$ cat src/rtl/dbus_arbiter.sv
`default_nettype none
// ============================================================================
// Module   : dbus_arbiter
// Purpose  : Two-port data-bus arbiter. Port 0 (page-table walker) and port 1
//            (memory stage) share one downstream data bus. A winner's full
//            request is latched and presented downstream until data_ok
//            returns. Responses are passed back combinationally to the
//            owning port only.
// Ports    : clk, reset          - clock, synchronous active-high reset
//            req0_* / req1_*     - upstream requests (valid, addr, size,
//                                  strobe, data)
//            resp0_* / resp1_*   - upstream responses (addr_ok, data_ok, data)
//            dreq_*              - downstream request
//            dresp_*             - downstream response
//            grant, busy         - current owner / transaction in flight
//            timeout_err         - sticky wait-timeout flag
// Params   : RR      - 1 = round-robin, 0 = fixed priority (port 0 wins)
//            TIMEOUT - wait cycles tolerated before timeout_err is raised
// Revision : 1.0 - initial release
// ============================================================================
module dbus_arbiter #(
    parameter int RR      = 1,
    parameter int TIMEOUT = 255
) (
    input  logic        clk,
    input  logic        reset,
    input  logic        req0_valid,
    input  logic [63:0] req0_addr,
    input  logic [2:0]  req0_size,
    input  logic [7:0]  req0_strobe,
    input  logic [63:0] req0_data,
    output logic        resp0_addr_ok,
    output logic        resp0_data_ok,
    output logic [63:0] resp0_data,
    input  logic        req1_valid,
    input  logic [63:0] req1_addr,
    input  logic [2:0]  req1_size,
    input  logic [7:0]  req1_strobe,
    input  logic [63:0] req1_data,
    output logic        resp1_addr_ok,
    output logic        resp1_data_ok,
    output logic [63:0] resp1_data,
    output logic        dreq_valid,
    output logic [63:0] dreq_addr,
    output logic [2:0]  dreq_size,
    output logic [7:0]  dreq_strobe,
    output logic [63:0] dreq_data,
    input  logic        dresp_addr_ok,
    input  logic        dresp_data_ok,
    input  logic [63:0] dresp_data,
    output logic        grant,
    output logic        busy,
    output logic        timeout_err
);

    localparam logic [0:0]  c_idle    = 1'b0;
    localparam logic [0:0]  c_busy    = 1'b1;
    localparam logic [15:0] c_timeout = 16'(TIMEOUT);
    localparam logic [15:0] c_wait_max = 16'hFFFF;

    logic [0:0]  r_state;
    logic [0:0]  w_next_state;
    logic        w_sel;
    logic        w_start;
    logic        w_granted_valid;
    logic [15:0] w_wait_inc;

    logic        r_grant;
    logic        r_last;
    logic        r_abandoned;
    logic        r_timeout_err;
    logic [15:0] r_wait;
    logic [63:0] r_addr;
    logic [2:0]  r_size;
    logic [7:0]  r_strobe;
    logic [63:0] r_data;

    // Winner selection. With a single requester that requester wins; on a
    // tie round-robin picks the port not served last time.
    always_comb begin
        w_sel = 1'b0;
        if (RR != 0) begin
            if (req0_valid && req1_valid) begin
                w_sel = ~r_last;
            end else begin
                w_sel = req1_valid;
            end
        end else begin
            w_sel = ~req0_valid;
        end
    end

    assign w_start         = (r_state == c_idle) && (req0_valid || req1_valid);
    assign w_granted_valid = r_grant ? req1_valid : req0_valid;
    assign w_wait_inc      = (r_wait == c_wait_max) ? r_wait : r_wait + 16'd1;

    // ---------------- FSM: state register ----------------
    always_ff @(posedge clk) begin
        if (reset) begin
            r_state <= c_idle;
        end else begin
            r_state <= w_next_state;
        end
    end

    // ---------------- FSM: next-state logic ----------------
    always_comb begin
        w_next_state = r_state;
        case (r_state)
            c_idle:  if (req0_valid || req1_valid) w_next_state = c_busy;
            c_busy:  if (dresp_data_ok)            w_next_state = c_idle;
            default: w_next_state = c_idle;
        endcase
    end

    // ---------------- FSM: outputs ----------------
    always_comb begin
        busy          = (r_state == c_busy);
        dreq_valid    = (r_state == c_busy);
        resp0_data_ok = dresp_data_ok & busy & ~r_grant & ~r_abandoned;
        resp1_data_ok = dresp_data_ok & busy &  r_grant & ~r_abandoned;
        resp0_addr_ok = dresp_addr_ok & busy & ~r_grant & ~r_abandoned;
        resp1_addr_ok = dresp_addr_ok & busy &  r_grant & ~r_abandoned;
    end

    // Latched request, ownership, abandon tracking and wait counter.
    always_ff @(posedge clk) begin
        if (reset) begin
            r_grant       <= 1'b0;
            r_last        <= 1'b1;
            r_abandoned   <= 1'b0;
            r_timeout_err <= 1'b0;
            r_wait        <= 16'd0;
            r_addr        <= 64'd0;
            r_size        <= 3'd0;
            r_strobe      <= 8'd0;
            r_data        <= 64'd0;
        end else if (w_start) begin
            r_grant     <= w_sel;
            r_last      <= w_sel;
            r_abandoned <= 1'b0;
            r_wait      <= 16'd0;
            r_addr      <= w_sel ? req1_addr   : req0_addr;
            r_size      <= w_sel ? req1_size   : req0_size;
            r_strobe    <= w_sel ? req1_strobe : req0_strobe;
            r_data      <= w_sel ? req1_data   : req0_data;
        end else if (r_state == c_busy) begin
            if (dresp_data_ok) begin
                r_abandoned <= 1'b0;
            end else begin
                // Owner flushed its request: the downstream access still
                // completes, but its response must not be forwarded.
                if (!w_granted_valid) r_abandoned <= 1'b1;
                r_wait <= w_wait_inc;
                if (w_wait_inc > c_timeout) r_timeout_err <= 1'b1;
            end
        end
    end

    assign dreq_addr   = r_addr;
    assign dreq_size   = r_size;
    assign dreq_strobe = r_strobe;
    assign dreq_data   = r_data;
    assign grant       = r_grant;
    assign timeout_err = r_timeout_err;
    assign resp0_data  = dresp_data;
    assign resp1_data  = dresp_data;

endmodule
`default_nettype wire
$ cat config.mk
export PLATFORM = sky130hd
export DESIGN_NAME = dbus_arbiter
export DESIGN_NICKNAME = d
export VERILOG_FILES = /design/src/rtl/dbus_arbiter.sv
export SDC_FILE = /design/constraint.sdc
export NUM_CORES = 1
export LEC_CHECK = 0
export ABC_AREA = 1
export CAP_MARGIN = 20
export CORE_AREA = 5 5 242 244
export CTS_CLUSTER_DIAMETER = 100
export DETAILED_ROUTE_END_ITERATION = 12
export DIE_AREA = 0 0 247 249
export PLACE_DENSITY = 0.47
export REMOVE_ABC_BUFFERS = 1
export SLEW_MARGIN = 20
export SYNTH_ARGS = -nofsm -noshare
export SYNTH_HDL_FRONTEND = slang
export SYNTH_SLANG_ARGS = --single-unit
$ cat constraint.sdc
create_clock -name clk -period 3.8 [get_ports clk]
set_input_delay 0.38 -clock clk [delete_from_list [all_inputs] [get_ports clk]]
set_output_delay 0.38 -clock clk [all_outputs]
set_load 0.03 [all_outputs]
Word-level counts from Yosys, hierarchy flattened
Cells that the tools add are included.

operators by class
  $add $sub $neg = 1
  magnitude comparators = 1
  equal/unequal tests = 2
  multiplexer cells = 12
  bitwise operators = 16
  reductions and logical operators = 7

operators with widths
  operator                                                                count
  64-bit two-way mux                                                      2
  16-bit by 1-bit adder with 16-bit output (second input constant)        1
  16-bit equality test (second input constant)                            1
  16-bit by 8-bit > comparator with 1-bit output (second input constant)  1
  16-bit two-way mux                                                      1
  1-bit bitwise AND                                                       10
  8-bit two-way mux                                                       1
  1-bit two-way mux                                                       6
  1-bit NOT                                                               6
  2-bit AND reduction                                                     2
  4-bit AND reduction                                                     1
  3-bit two-way mux                                                       1
  1-bit logical AND                                                       2
  2-bit inequality test (second input constant)                           1
  1-bit case mux with 2 select lines                                      1
  2-bit OR reduction                                                      1
  1-bit logical OR                                                        1

word-level totals
  flip-flop bits (word level) = 160
  bits of input ports = 348
  output and inout port bits = 275
  word-level logic and storage cells = 49

Depth between registers and ports, before layout
  depth in word-level cells = 4
  mapped depth = 12
  gate-level depth less buffers = 11

Least setup slack after synthesis
Ideal clock, no wire load.

  kind = reg-to-output
  start = register r_state, in the netlist busy
  end = output resp0_data_ok
  data arrival time = 1437 ps
  data required time = 3420 ps
  path slack = 1983 ps
  stages on the path, launching flop included = 3
  buffers on the path = 0
  cell sequence = dfxtp_1 > nand2_1 > nor3_1

between the ends
  word-level cells in the longest chain between the ends = 3

RTL lines
  element                          RTL line  text
  start, declared                  61        logic [0:0] r_state;
  start signal, assigned           100       r_state <= c_idle;
  start signal, assigned           102       r_state <= w_next_state;
  1-bit bitwise AND (3 in series)  120       resp0_data_ok = dresp_data_ok & busy & ~r_grant & ~r_abandoned;
  end, declared                    33        output logic resp0_data_ok,

Every way passes these cells.

Final worst setup path
  start = register r_state, in the netlist busy
  end = output resp1_data_ok

between the ends
  word-level cells in the longest chain between the ends = 3

RTL lines
  element                          RTL line  text
  1-bit bitwise AND (3 in series)  121       resp1_data_ok = dresp_data_ok & busy & r_grant & ~r_abandoned;
  end, declared                    41        output logic resp1_data_ok,

Every way passes these cells.

==> flow_summary.toml <==
[run_status]
outcome = "finished clean"

[sta]
worstMarginPinSlew_ns = 1.16
finalCritPeriodShare_pct = 63.3
setup_tns_ns = 0
report.final.slew_viol_count = 0
grt_setup_unrepaired = "no"
finalCriticalPeriod_ns = 2.40
timing.final.hold_violations = 0
slew_headroom_pct = 23.0
max_freq_mhz = 416
setup_viol = 0
timing.clock.skew_ns = 0.0108

[global_route]
grt_antenna_before_repair = 3
grt_first_pass_wirelength_microns = 65900
grtUsageTotal_pct = 14.9
first_global_vias = 8778
overflow = 0
maximum_number_of_pins_on_one_net_before_global_route_repair = 140

[synth]
synth_top_area_share_pct = 39.0
synth_area_sq_um = 8200
synth.ff_latch_count = 160
yosys.cell_types.count = 37
synth-seq-area-share_pct = 39.0
postSynthCellCount = 1100
synth.avg_cell_area_sq_um = 7.46
synth.largest_area_cell = "dfxtp_1"
synthTopCellsByArea = "dfxtp_1 39%, o211ai_1 13%, buf_4 12%"
yosysWarnings = 0

[power]
power_density_nw_per_um2 = 397
ir_worst_vdd_v = 0.000327
pwr_total_w = 0.00510
leakagePower_nw = 4.34

[finish]
multiInputGateArea_sq_um = 3580
design_area_sq_um = 12800
final_core_utilization_pct = 22.9
final-instance-count-excl-fill = 2122
number_of_nets_in_the_layout = 1700
drive_above_1_share_pct = 5.06
ff_latch_area_sq_um = 3200
num-fill-cells = 6213
areaGrowthSynthToFinish_pct = 56.6

[floorplanning]
top_level_ports = 623
die_w_microns = 247
core_area_sq_um = 56100
placementRows = 87
initial_utilization_pct = 14.6
die-area_sq_um = 61500
die_h_microns = 249

[critical_path]
worstSetupPathDepth = 3
crit_fanout = 7
critical-path-slowest-cell = "clkdlybuf4s50_1"
crit_arrival_ns = 2.02
ff2ff_path_depth = 4
cp_top_family = "buffers and inverters"
critPathLaunchType = "register"
end_kind = "primary output"
cp_data_required_time_ns = 3.42
timing_worst_setup_path_type = "register to primary output"
critical_path_cell_sequence = "nand2_1 -> nor3_1 -> clkdlybuf4s50_1"
worst-path-buf-inv = 1
cp_slowest_stage_delay_ns = 0.70

[clocking]
clkSinkCount = 160
cts_resized = 0
h-tree-depth = 4
cts_hold_buffers = 0
cts_max_path_buffers = 2
post_cts_buffers = 0
tritoncts = "built"
ctsRootBufferMaster = "clkbuf_16"
worst_setup_hold_path_clk_slew_ns = 0.07
clk-insertion-delay-late_ns = 0.48
number_of_buffers_created_by_cts = 17

[placed_design]
number_of_cells_in_the_design_after_placement = 2088
placed_area_sq_um = 12300
buffer_ports.inserted = 430
globalplace.congestion = 0.788
dpl.hpwl_microns = 35100

[flow_run]
drv.max_cap_violation_count = 0

[min_path]
worst_hold_path_type = "register to register"
hold_path_cells = 2

[routing]
drt_drc_violations_left = 0
wl_per_cell_microns = 22.1
wirelength_microns = 47000
detailedRoute.firstIterationViolations = 492
route.antenna.remaining_nets = 0
vias = 8800
via_per_inst = 4.15
dr.pass1.iters = 5
-- cell usage in the layout, fill, tap and decap left out, types with 2 or more instances in the layout --
cell type	n
nor2_2	5
clkinv_2	2
o211ai_1	140
buf_4	5
nor2_1	166
inv_1	20
dfxtp_1	160
nand2_1	186
nor3_1	5
o21ai_0	118
a211oi_1	3
nand4_1	6
a21oi_1	7
clkinv_4	3
a31o_2	2
inv_2	2
diode_2	2
o21bai_1	2
inv_8	3
nand2_4	2
clkdlybuf4s50_1	430
inv_4	3
o21ai_1	30
clkinvlp_4	2
clkbuf_16	17
inv_6	4
nand3_1	15
nor2_4	3
buf_12	5
nand2_2	5
-- layout make-up --
cell class / instances / area share [%]
Multi-Input combinational cell: 707 / 27.8
Antenna cell: 2 / 0.0389
Clock inverter: 15 / 1.17
Timing Repair Buffer: 440 / 34.6
Sequential cell: 160 / 24.9
Clock buffer: 17 / 3.31
Tap cell: 756 / 7.36
Inverter: 25 / 0.789
-- path summary, 6_finish.rpt --
path,to,slack [ns],startpoint
worst min register to register,timeout_err$_SDFFE_PP0P_,0.46,timeout_err$_SDFFE_PP0P_
worst min-delay path,timeout_err$_SDFFE_PP0P_,0.46,timeout_err$_SDFFE_PP0P_
worst max-delay path,resp1_data_ok,1.40,busy$_SDFF_PP0_
worst max register to register,dreq_strobe[3]$_SDFFE_PP0P_,1.92,busy$_SDFF_PP0_
-- per-stage QoR --
step / hold WS, ns / setup WS, ns
3_3_place_gp: 0.437 / 1.33
6_report: 0.456 / 1.40
4_1_cts: 0.429 / 1.28
5_1_grt: 0.456 / 1.23
3_5_place_dp: 0.446 / 1.35
2_1_floorplan: 0.429 / -1.49
-- per-layer routing --
| layer | part of all wire, % | global-route usage (%) | up-vias |
|---|---|---|---|
| li1 | - | - | 4107 |
| met1 | 39 | 16.0 | 4066 |
| met2 | 38 | 19.1 | 532 |
| met3 | 19 | 14.6 | 77 |
| met4 | 2.1 | 4.62 | 18 |
| met5 | 1.7 | 11.2 | - |
-- cells in the mapped netlist (all sizes together) --
cell type	n
and2	1
o211ai	140
inv	24
nor2	174
nand4	6
buf	188
o21bai	2
a211oi	3
and3	1
xor2	1
clkbuf	20
clkinv	1
a21oi	8
nor3	6
o21ai	149
nand3	17
o22ai	1
nand2	193
dfxtp	160
a31oi	1
ha	1
a41oi	1
a31o	2
-- registers in the layout, indices dropped and copies added (netlist names) --
name / cells
busy: 1
dreq_strobe: 8
dreq_addr: 64
r_abandoned: 1
dreq_size: 3
r_wait: 16
grant: 1
r_last: 1
dreq_data: 64
timeout_err: 1
-- report_power, final --
| group | switching [W] | internal, W |
|---|---|---|
| clock network | 0.000862 | 0.000922 |
| logic | 0.000759 | 0.000640 |
| registers | 0.0000885 | 0.00183 |
-- worst min-delay path: cells and delay by family (launching register included) --
| kind | cells | cell delay (ns) |
|---|---|---|
| flip-flops | 1 | 0.31 |
| AND/OR/NAND/NOR | 2 | 0.10 |
-- logic make-up after synthesis --
group	after synthesis	share of synthesized area, %
and+or+nand+nor	398	19.7
AOI/OAI and AO/OA	307	23.5
xor gates and xnor gates	1	0.107
adders and majority gates	1	0.152
buffers and inverters	233	17.5
DFF	160	39.0
Note: power is estimated with default switching activity, not from simulation.
